**config.mk**
```make
export PLATFORM = sky130hd
export DESIGN_NAME = prescaled_counter
export DESIGN_NICKNAME = d
export VERILOG_FILES = /design/src/rtl/prescaled_counter_pkg.sv /design/src/rtl/prescaled_counter_tick_gen.sv /design/src/rtl/prescaled_counter.sv
export SDC_FILE = /design/constraint.sdc
export NUM_CORES = 1
export LEC_CHECK = 0
export CORE_ASPECT_RATIO = 0.8
export CORE_MARGIN = 3
export CORE_UTILIZATION = 58
export CTS_CLUSTER_DIAMETER = 40
export CTS_CLUSTER_SIZE = 14
export DETAILED_ROUTE_END_ITERATION = 16
export HOLD_SLACK_MARGIN = 0.06
export PLACE_DENSITY_LB_ADDON = 0.25
export SLEW_MARGIN = 30
export SYNTH_ARGS = -nofsm -noshare
export SYNTH_HDL_FRONTEND = slang
export SYNTH_HIERARCHICAL = 1
export SYNTH_SLANG_ARGS = --single-unit
```
**constraint.sdc**
```tcl
create_clock -name CLOCK_50 -period 3.4 [get_ports CLOCK_50]
set_input_delay 0.85 -clock CLOCK_50 [delete_from_list [all_inputs] [get_ports CLOCK_50]]
set_output_delay 0.85 -clock CLOCK_50 [all_outputs]
set_load 0.02 [all_outputs]
```
**src/rtl/prescaled_counter_pkg.sv**
```systemverilog
// Shared constants for the prescaled counter: mode encodings and direction values.
package prescaled_counter_pkg;

  localparam logic [1:0] MODE_UP     = 2'b00;
  localparam logic [1:0] MODE_DOWN   = 2'b01;
  localparam logic [1:0] MODE_BOUNCE = 2'b10;
  localparam logic [1:0] MODE_HOLD   = 2'b11;

  localparam logic DIR_UP   = 1'b0;
  localparam logic DIR_DOWN = 1'b1;

endpackage

```
**src/rtl/prescaled_counter_tick_gen.sv**
```systemverilog
// Free-running prescaler with a clamped, selectable all-ones match that yields a one-cycle enable.
module prescaled_counter_tick_gen #(
  parameter int PRE_W = 26,
  parameter int SEL_W = 5
) (
  input  logic             clk,
  input  logic             rst_n,
  input  logic             en,
  input  logic             clr,
  input  logic [SEL_W-1:0] div_sel,
  output logic             tick
);

  localparam logic [SEL_W-1:0] SEL_MAX = SEL_W'(PRE_W - 1);
  localparam logic [PRE_W-1:0] PRE_ONE = {{(PRE_W-1){1'b0}}, 1'b1};

  logic [PRE_W-1:0] prescaler_q;
  logic [PRE_W-1:0] prescaler_d;
  logic [SEL_W-1:0] sel_s;
  logic [PRE_W-1:0] mask_s;

  // Clamp the selector, build the low-bit mask and evaluate the match.
  always_comb begin
    sel_s  = div_sel;
    mask_s = {PRE_W{1'b0}};
    if (div_sel > SEL_MAX) begin
      sel_s = SEL_MAX;
    end else begin
      sel_s = div_sel;
    end
    for (int i = 0; i < PRE_W; i++) begin
      mask_s[i] = (i <= int'(sel_s));
    end
    tick = en & ((prescaler_q & mask_s) == mask_s);
  end

  // A load restarts the period, even while the counter is paused.
  always_comb begin
    prescaler_d = prescaler_q;
    if (clr) begin
      prescaler_d = {PRE_W{1'b0}};
    end else if (en) begin
      prescaler_d = prescaler_q + PRE_ONE;
    end else begin
      prescaler_d = prescaler_q;
    end
  end

  // Prescaler register.
  always_ff @(posedge clk or negedge rst_n) begin
    if (!rst_n) begin
      prescaler_q <= {PRE_W{1'b0}};
    end else begin
      prescaler_q <= prescaler_d;
    end
  end

endmodule

```
**src/rtl/prescaled_counter.sv**
```systemverilog
// Tick-driven up/down/bounce/hold counter with wrap or saturate, synchronous load and chain pulse.
module prescaled_counter
  import prescaled_counter_pkg::*;
#(
  parameter int WIDTH = 18,
  parameter int PRE_W = 26,
  parameter int SEL_W = 5
) (
  input  logic             CLOCK_50,
  input  logic             RESET_N,
  input  logic             EN,
  input  logic [SEL_W-1:0] DIV_SEL,
  input  logic [1:0]       MODE,
  input  logic             SATURATE,
  input  logic             LOAD,
  input  logic [WIDTH-1:0] LOAD_VAL,
  output logic [WIDTH-1:0] COUNT,
  output logic             TICK,
  output logic             WRAP,
  output logic             DIR
);

  localparam logic [WIDTH-1:0] CNT_MAX  = {WIDTH{1'b1}};
  localparam logic [WIDTH-1:0] CNT_ZERO = {WIDTH{1'b0}};
  localparam logic [WIDTH-1:0] CNT_ONE  = {{(WIDTH-1){1'b0}}, 1'b1};

  logic             t_s;
  logic [WIDTH-1:0] count_q, count_d;
  logic             dir_q, dir_d;
  logic             tick_q, tick_d;
  logic             wrap_q, wrap_d;

  prescaled_counter_tick_gen #(
    .PRE_W (PRE_W),
    .SEL_W (SEL_W)
  ) u_tick_gen (
    .clk     (CLOCK_50),
    .rst_n   (RESET_N),
    .en      (EN),
    .clr     (LOAD),
    .div_sel (DIV_SEL),
    .tick    (t_s)
  );

  // Step logic: load wins over the tick; boundary steps raise the chain pulse.
  always_comb begin
    count_d = count_q;
    dir_d   = dir_q;
    tick_d  = 1'b0;
    wrap_d  = 1'b0;
    if (LOAD) begin
      count_d = LOAD_VAL;
    end else if (t_s) begin
      tick_d = 1'b1;
      case (MODE)
        MODE_UP: begin
          dir_d = DIR_UP;
          if (count_q == CNT_MAX) begin
            wrap_d  = 1'b1;
            count_d = SATURATE ? CNT_MAX : CNT_ZERO;
          end else begin
            count_d = count_q + CNT_ONE;
          end
        end
        MODE_DOWN: begin
          dir_d = DIR_DOWN;
          if (count_q == CNT_ZERO) begin
            wrap_d  = 1'b1;
            count_d = SATURATE ? CNT_ZERO : CNT_MAX;
          end else begin
            count_d = count_q - CNT_ONE;
          end
        end
        MODE_BOUNCE: begin
          if (dir_q == DIR_UP) begin
            if (count_q == CNT_MAX) begin
              count_d = CNT_MAX - CNT_ONE;
              dir_d   = DIR_DOWN;
              wrap_d  = 1'b1;
            end else begin
              count_d = count_q + CNT_ONE;
            end
          end else begin
            if (count_q == CNT_ZERO) begin
              count_d = CNT_ONE;
              dir_d   = DIR_UP;
              wrap_d  = 1'b1;
            end else begin
              count_d = count_q - CNT_ONE;
            end
          end
        end
        MODE_HOLD: begin
          count_d = count_q;
        end
        default: begin
          count_d = count_q;
        end
      endcase
    end else begin
      count_d = count_q;
    end
  end

  // Output-facing state registers.
  always_ff @(posedge CLOCK_50 or negedge RESET_N) begin
    if (!RESET_N) begin
      count_q <= CNT_ZERO;
      dir_q   <= DIR_UP;
      tick_q  <= 1'b0;
      wrap_q  <= 1'b0;
    end else begin
      count_q <= count_d;
      dir_q   <= dir_d;
      tick_q  <= tick_d;
      wrap_q  <= wrap_d;
    end
  end

  assign COUNT = count_q;
  assign TICK  = tick_q;
  assign WRAP  = wrap_q;
  assign DIR   = dir_q;

endmodule

```
==> impl_metrics.toml, run 1 <==
[clock_network]
numCtsBuffers = 5
clk_pin_slew_ps = 100
cts.sinks = 47
cts_max_path_buffers = 2
root_buffer = "clkbuf_8"
cts_tree = "done"
h-tree-depth = 2
insertion_delay_ps = 320

[worst_setup_path]
rr_worst_depth = 6
cpPeakStageDelay_ps = 560
startpoint = "DIV_SEL[3]"
end_kind = "register"
worst_path_max_delay_cell = "or4_4"
cp.arrival_ps = 3470
path_max_fanout = 5
rrSetupSlack_ps = 360
worstReg2RegEnd = "COUNT[12]"
startpoint_type = "input pin"
critPathRequiredTime_ps = 3620
critPathMostFrequentCell = "or4_4"
path_class = "input pin to register"
rr_startpoint = "COUNT[0]"
critical_path.cell_chain = "dlygate4sd2_1, or4_4, nor2_2, nor2_1, or4_4, nor3_4, buf_4, nor2b_1, nor2b_2, o21ai_0, a22oi_1"

[power_and_ir_drop]
peakVddDrop_uv = 198
p_leak_nw = 2.00
power_density_nw_per_um2 = 294

[global_routing]
grt_pass1_vias = 4464
globalRouteOverflowTotal = 0
antenna_found_initial = 0
grt_max_degree = 48
grt_pass1_wl_um = 23800
grt_use_total_pct = 35.0

[worst_hold_path]
min_path_type = "register to register"
min_from = "u_tick_gen/prescaler_q[15]"
hold_depth = 2
hold-path-endpoint = "u_tick_gen/prescaler_q[15]"

[synthesis]
yosysTopAreaCellShare_pct = 26.7
synth.most_common_cell = "nor2_1"
synth-main-ff-cell = "dfrtp_1"
yosys-top-cells-area = "dfrtp_1, xor2_1, o21ai_0, nor2_1, xnor2_1"
syn_inst = 549
syn_area_per_cell_um2 = 8.02
synth-warning-count = 6
synth_commonest_cells = "nor2_1, dfrtp_1, o21ai_0, nand2_1, xor2_1"
ys_seq_area_share_pct = 26.7
synth_largest_area_cell = "dfrtp_1"
syn_area_um2 = 4400
syn_nets = 587
synth-edff-count = 0
synth_cell_types = 74
synthArstFlopShare_pct = 100
synth_seq_cells = 47

[floorplan]
coreArea_um2 = 7130
die_w_um = 103
start_util_pct = 61.8
rows = 27
ios = 51
dieHeight_um = 83.9
die-area_um2 = 8680

[placed_design]
dp_hpwl_um = 11300
placed_cell_area_um2 = 5120
numPortBuffers = 50
gp_congestion = 1.00

[timing]
hold_ws_ps = 583
fmax_mhz = 307
fin_crit_ps = 3250
relSlewSlack_pct = 45.0
setup_viol = 0
tightest_slew_ps = 819
fin_crit_sh_pct = 95.7
final.setup_skew_ps = 14.8
final_max_slew_viol_count = 0
rsz0062_at_grt = "false"
final-hold-violation-count = 0

[drt]
vias = 4929
totalWireLength_um = 15300
post_drt_via_cell_ratio = 6.96
drtIter0Drc = 525
wl_per_cell_um = 21.6
drt_pre_antenna_iters = 8
drc = 0
antenna_left = 0

[status]
outcome = "finished clean"

[final_layout]
drive_above_1_share_pct = 14.0
seqCellArea_um2 = 1180
nets = 644
fillers = 546
design_area_um2 = 5250
n_antenna_cell = 0
syn2layout_area_growth_pct = 19.2
multi_input_area_um2 = 2950

[run]
cap_viol_max_count = 0
metal layers:
metal | wire length (µm) | track usage [%]
met2 | 6120 | 45.3
met3 | 1940 | 8.35
met5 | 0 | 0
met1 | 6830 | 56.1
met4 | 427 | 9.76
repair_timing:
action,CTS,global route
hold buffers,0,0
endpoints found under the setup margin,4,19
pin swaps,1,1
resized for setup,3,8
setup buffers,1,0
placed cells by master, fill, tap and decap left out, types with 18 or more instances in the layout:
master           netlist  layout
a21oi_1               19      18
buf_4                  5      46
clkdlybuf4s50_1        0      43
dfrtp_1               47      47
nand2_1               34      34
nand3_1               21      21
nor2_1                50      50
o21ai_0               44      43
xnor2_1               18      18
xor2_1                29      29
worst max-delay path by stage:
stage	endpoint	slack [ps]
2_1_floorplan	COUNT[1]	230
3_3_place_gp	COUNT[17]	-280
3_5_place_dp	COUNT[15]	-380
4_1_cts	COUNT[17]	-4
5_1_grt	COUNT[9]	110
6_report	DIR	150
logic make-up (layout without fill, tap and decap cells):
| family | count (synthesis) | count (layout) | synth area share, % |
|---|---|---|---|
| simple gates | 213 | 213 | 27.2 |
| compound gates | 169 | 169 | 26.8 |
| buf+inv | 62 | 120 | 6.93 |
| xor+xnor | 47 | 47 | 9.35 |
| flops | 47 | 47 | 26.7 |
| fa+ha+maj | 8 | 8 | 2.27 |
| mux | 3 | 3 | 0.710 |
worst max-delay path: cells and delay by family:
family / cells / cell delay (ps)
buf+inv: 2 / 440
simple gates: 7 / 1840
compound gates: 2 / 340
power breakdown:
group | switching [mW] | leakage, nW | internal [mW]
logic | 0.272 | 1.33 | 0.217
clock network | 0.226 | 0.0489 | 0.150
registers | 0.0971 | 0.620 | 0.584
total | 0.594 | 2.00 | 0.951
sequential cells by signal, summed over array words and instances (netlist names):
register                count
TICK                        1
DIR                         1
WRAP                        1
COUNT                      18
u_tick_gen/prescaler_q     26
stage by stage:
stage	setup TNS (ps)	power [mW]	utilization [%]	std cells	setup slack [ps]
2_1_floorplan	0	0.967	-	549	234
3_3_place_gp	-3850	1.15	71.8	699	-282
3_5_place_dp	-5250	1.16	71.8	699	-383
4_1_cts	-3.51	1.52	73.3	708	-3.51
5_1_grt	0	1.61	73.6	708	108
6_report	0	1.54	73.6	708	146
area by class of cell:
| class | count | share of cell area, % |
|---|---|---|
| Sequential cell | 47 | 22.4 |
| Clock inverter | 3 | 0.429 |
| Multi-Input combinational cell | 440 | 56.2 |
| Timing Repair Buffer | 96 | 16.1 |
| Inverter | 16 | 1.14 |
| Tap cell | 101 | 2.41 |
| Clock buffer | 5 | 1.31 |
(Power assumes the default switching activity.)
==> inputs of run 2 (changes only) <==
PLACE_DENSITY = 0.82   (was not set)
PLACE_DENSITY_LB_ADDON = not set   (was 0.25)
==> run 2 against run 1 <==
  * Final cell count is 0.56% higher
  * First-iteration DRC count is 32% higher
  * Count of clock-buffer cells in the layout stayed put
  * Maximum frequency is 1.8% lower
  * Clock power hardly changed
  * Power hardly changed
  * Clock skew is 8.2 ps lower
  * Largest power group unchanged
  * Highest routed layer unchanged
==> impl_metrics.toml, run 2 (synthesis results as in run 1) <==
[drt]
drt_pre_antenna_iters = 5
vias = 4873
post_drt_via_cell_ratio = 6.84
drtIter0Drc = 692
totalWireLength_um = 14900
drc = 0
antenna_left = 0
wl_per_cell_um = 20.9

[timing]
fin_crit_sh_pct = 97.5
fin_crit_ps = 3310
final.setup_skew_ps = 6.59
setup_viol = 0
final-hold-violation-count = 0
relSlewSlack_pct = 43.6
final_max_slew_viol_count = 0
tightest_slew_ps = 846
hold_ws_ps = 574
fmax_mhz = 302

[final_layout]
n_antenna_cell = 0
syn2layout_area_growth_pct = 19.9
nets = 648
layout_commonest_cell = "nor2_1"
final_cell_mix = "nor2_1, buf_4, dfrtp_1"
drive_above_1_share_pct = 14.9
largest_reg_flops = 26
largest-register = "u_tick_gen/prescaler_q"

[floorplan]
dieHeight_um = 83.9
rows = 27
die_w_um = 103
coreArea_um2 = 7130
start_util_pct = 61.8
die-area_um2 = 8680
ios = 51

[global_routing]
grt_max_degree = 38
antenna_found_initial = 0
grt_use_total_pct = 34.7
grt_util_met2_pct = 44.4
met3_usage_pct = 10.2
grt_pass1_wl_um = 23700
globalRouteOverflowTotal = 0
grt_pass1_vias = 4500
use_met1_pct = 55.1
grt_busiest_layer = "met1"

[worst_setup_path]
path_class = "input pin to register"
path_max_fanout = 5
worstReg2RegEnd = "COUNT[12]"
end_kind = "register"
rr_startpoint = "COUNT[12]"
rr_worst_depth = 6
startpoint_type = "input pin"
cp.arrival_ps = 3510
rrSetupSlack_ps = 470
critPathRequiredTime_ps = 3600

[worst_hold_path]
min_from = "u_tick_gen/prescaler_q[24]"
min_path_type = "register to register"
hold-path-endpoint = "u_tick_gen/prescaler_q[24]"
hold_depth = 2

[clock_network]
clk_pin_slew_ps = 100
insertion_delay_ps = 320
cts_tree = "done"
numCtsBuffers = 5
cts_max_path_buffers = 2
holdBufCountCts = 0
root_buffer = "clkbuf_8"
h-tree-depth = 2
cts.sinks = 47

[power_and_ir_drop]
sw_frac_of_total_pct = 38.4
power_mw = 1.55
p_clk_share_pct = 24.3
p_leak_nw = 1.99
p_sw_mw = 0.593
power_density_nw_per_um2 = 293
combPwrFrac_pct = 31.9
seq_power_share_pct = 43.8
internal-power_mw = 0.952
peakVddDrop_uv = 231

[status]
outcome = "finished clean"

[placed_design]
numPortBuffers = 50
gp_congestion = 0.952
dp_hpwl_um = 10900

[run]
cap_viol_max_count = 0
-- run 2: critical path, stage by stage --
cell	delay, ps
clkdlybuf4s50_1	420
or4_4	550
nor2_2	90
nor2_1	40
or4_4	500
nor3_4	240
buf_4	170
a21oi_4	90
a22oi_1	220
o211ai_1	130
a21oi_1	130
a22oi_1	80
-- run 2: layout make-up --
cell class / instances / area [µm²]
Sequential cell: 47 / 1180
Clock buffer: 5 / 68.8
Timing Repair Buffer: 99 / 863
Clock inverter: 3 / 22.5
Inverter: 16 / 60.1
Multi-Input combinational cell: 441 / 2960
Fill cell: 553 / 1850
Tap cell: 101 / 126
-- run 2: per-layer routing --
metal / vias up / wire length [µm]
li1: 2190 / -
met1: 2265 / 6520
met2: 380 / 5840
met3: 38 / 2230
met4: 0 / 268
met5: - / 0
-- run 2: how the worst max path moves through the flow --
stage,from,to,slack (ps),cells after the start
finish,DIV_SEL[3],COUNT[17],90,12
global route,DIV_SEL[2],DIR,-6,12
CTS,DIV_SEL[3],DIR,6,11
detailed placement,DIV_SEL[3],COUNT[17],-270,12
global placement,DIV_SEL[4],COUNT[11],-230,12
floorplan,DIV_SEL[4],COUNT[1],230,11
-- run 2: power by group through the flow --
stage	registers [mW]	logic, mW	clock network (mW)
2_1_floorplan	0.652	0.315	0
3_3_place_gp	0.679	0.464	0
3_5_place_dp	0.683	0.475	0
4_1_cts	0.672	0.478	0.379
5_1_grt	0.683	0.530	0.403
6_report	0.678	0.492	0.375
-- run 2: stage by stage --
| stage | utilization [%] | cells | setup TNS [ps] | setup WS [ps] | cell area [µm²] |
|---|---|---|---|---|---|
| floorplan | - | 549 | 0 | 234 | 4400 |
| global placement | 72.1 | 702 | -3180 | -226 | 5140 |
| detailed placement | 72.1 | 702 | -3770 | -272 | 5140 |
| CTS | 73.4 | 710 | 0 | 6.40 | 5230 |
| global route | 74.1 | 712 | -5.78 | -5.78 | 5280 |
| finish | 74.1 | 712 | 0 | 86.1 | 5280 |
-- run 2: what timing repair did --
item / CTS / global route
resized for setup: 1 / 10
setup endpoints to repair: 1 / 11
pin swaps: 0 / 2
cloned: 0 / 1
buffers inserted: 0 / 1
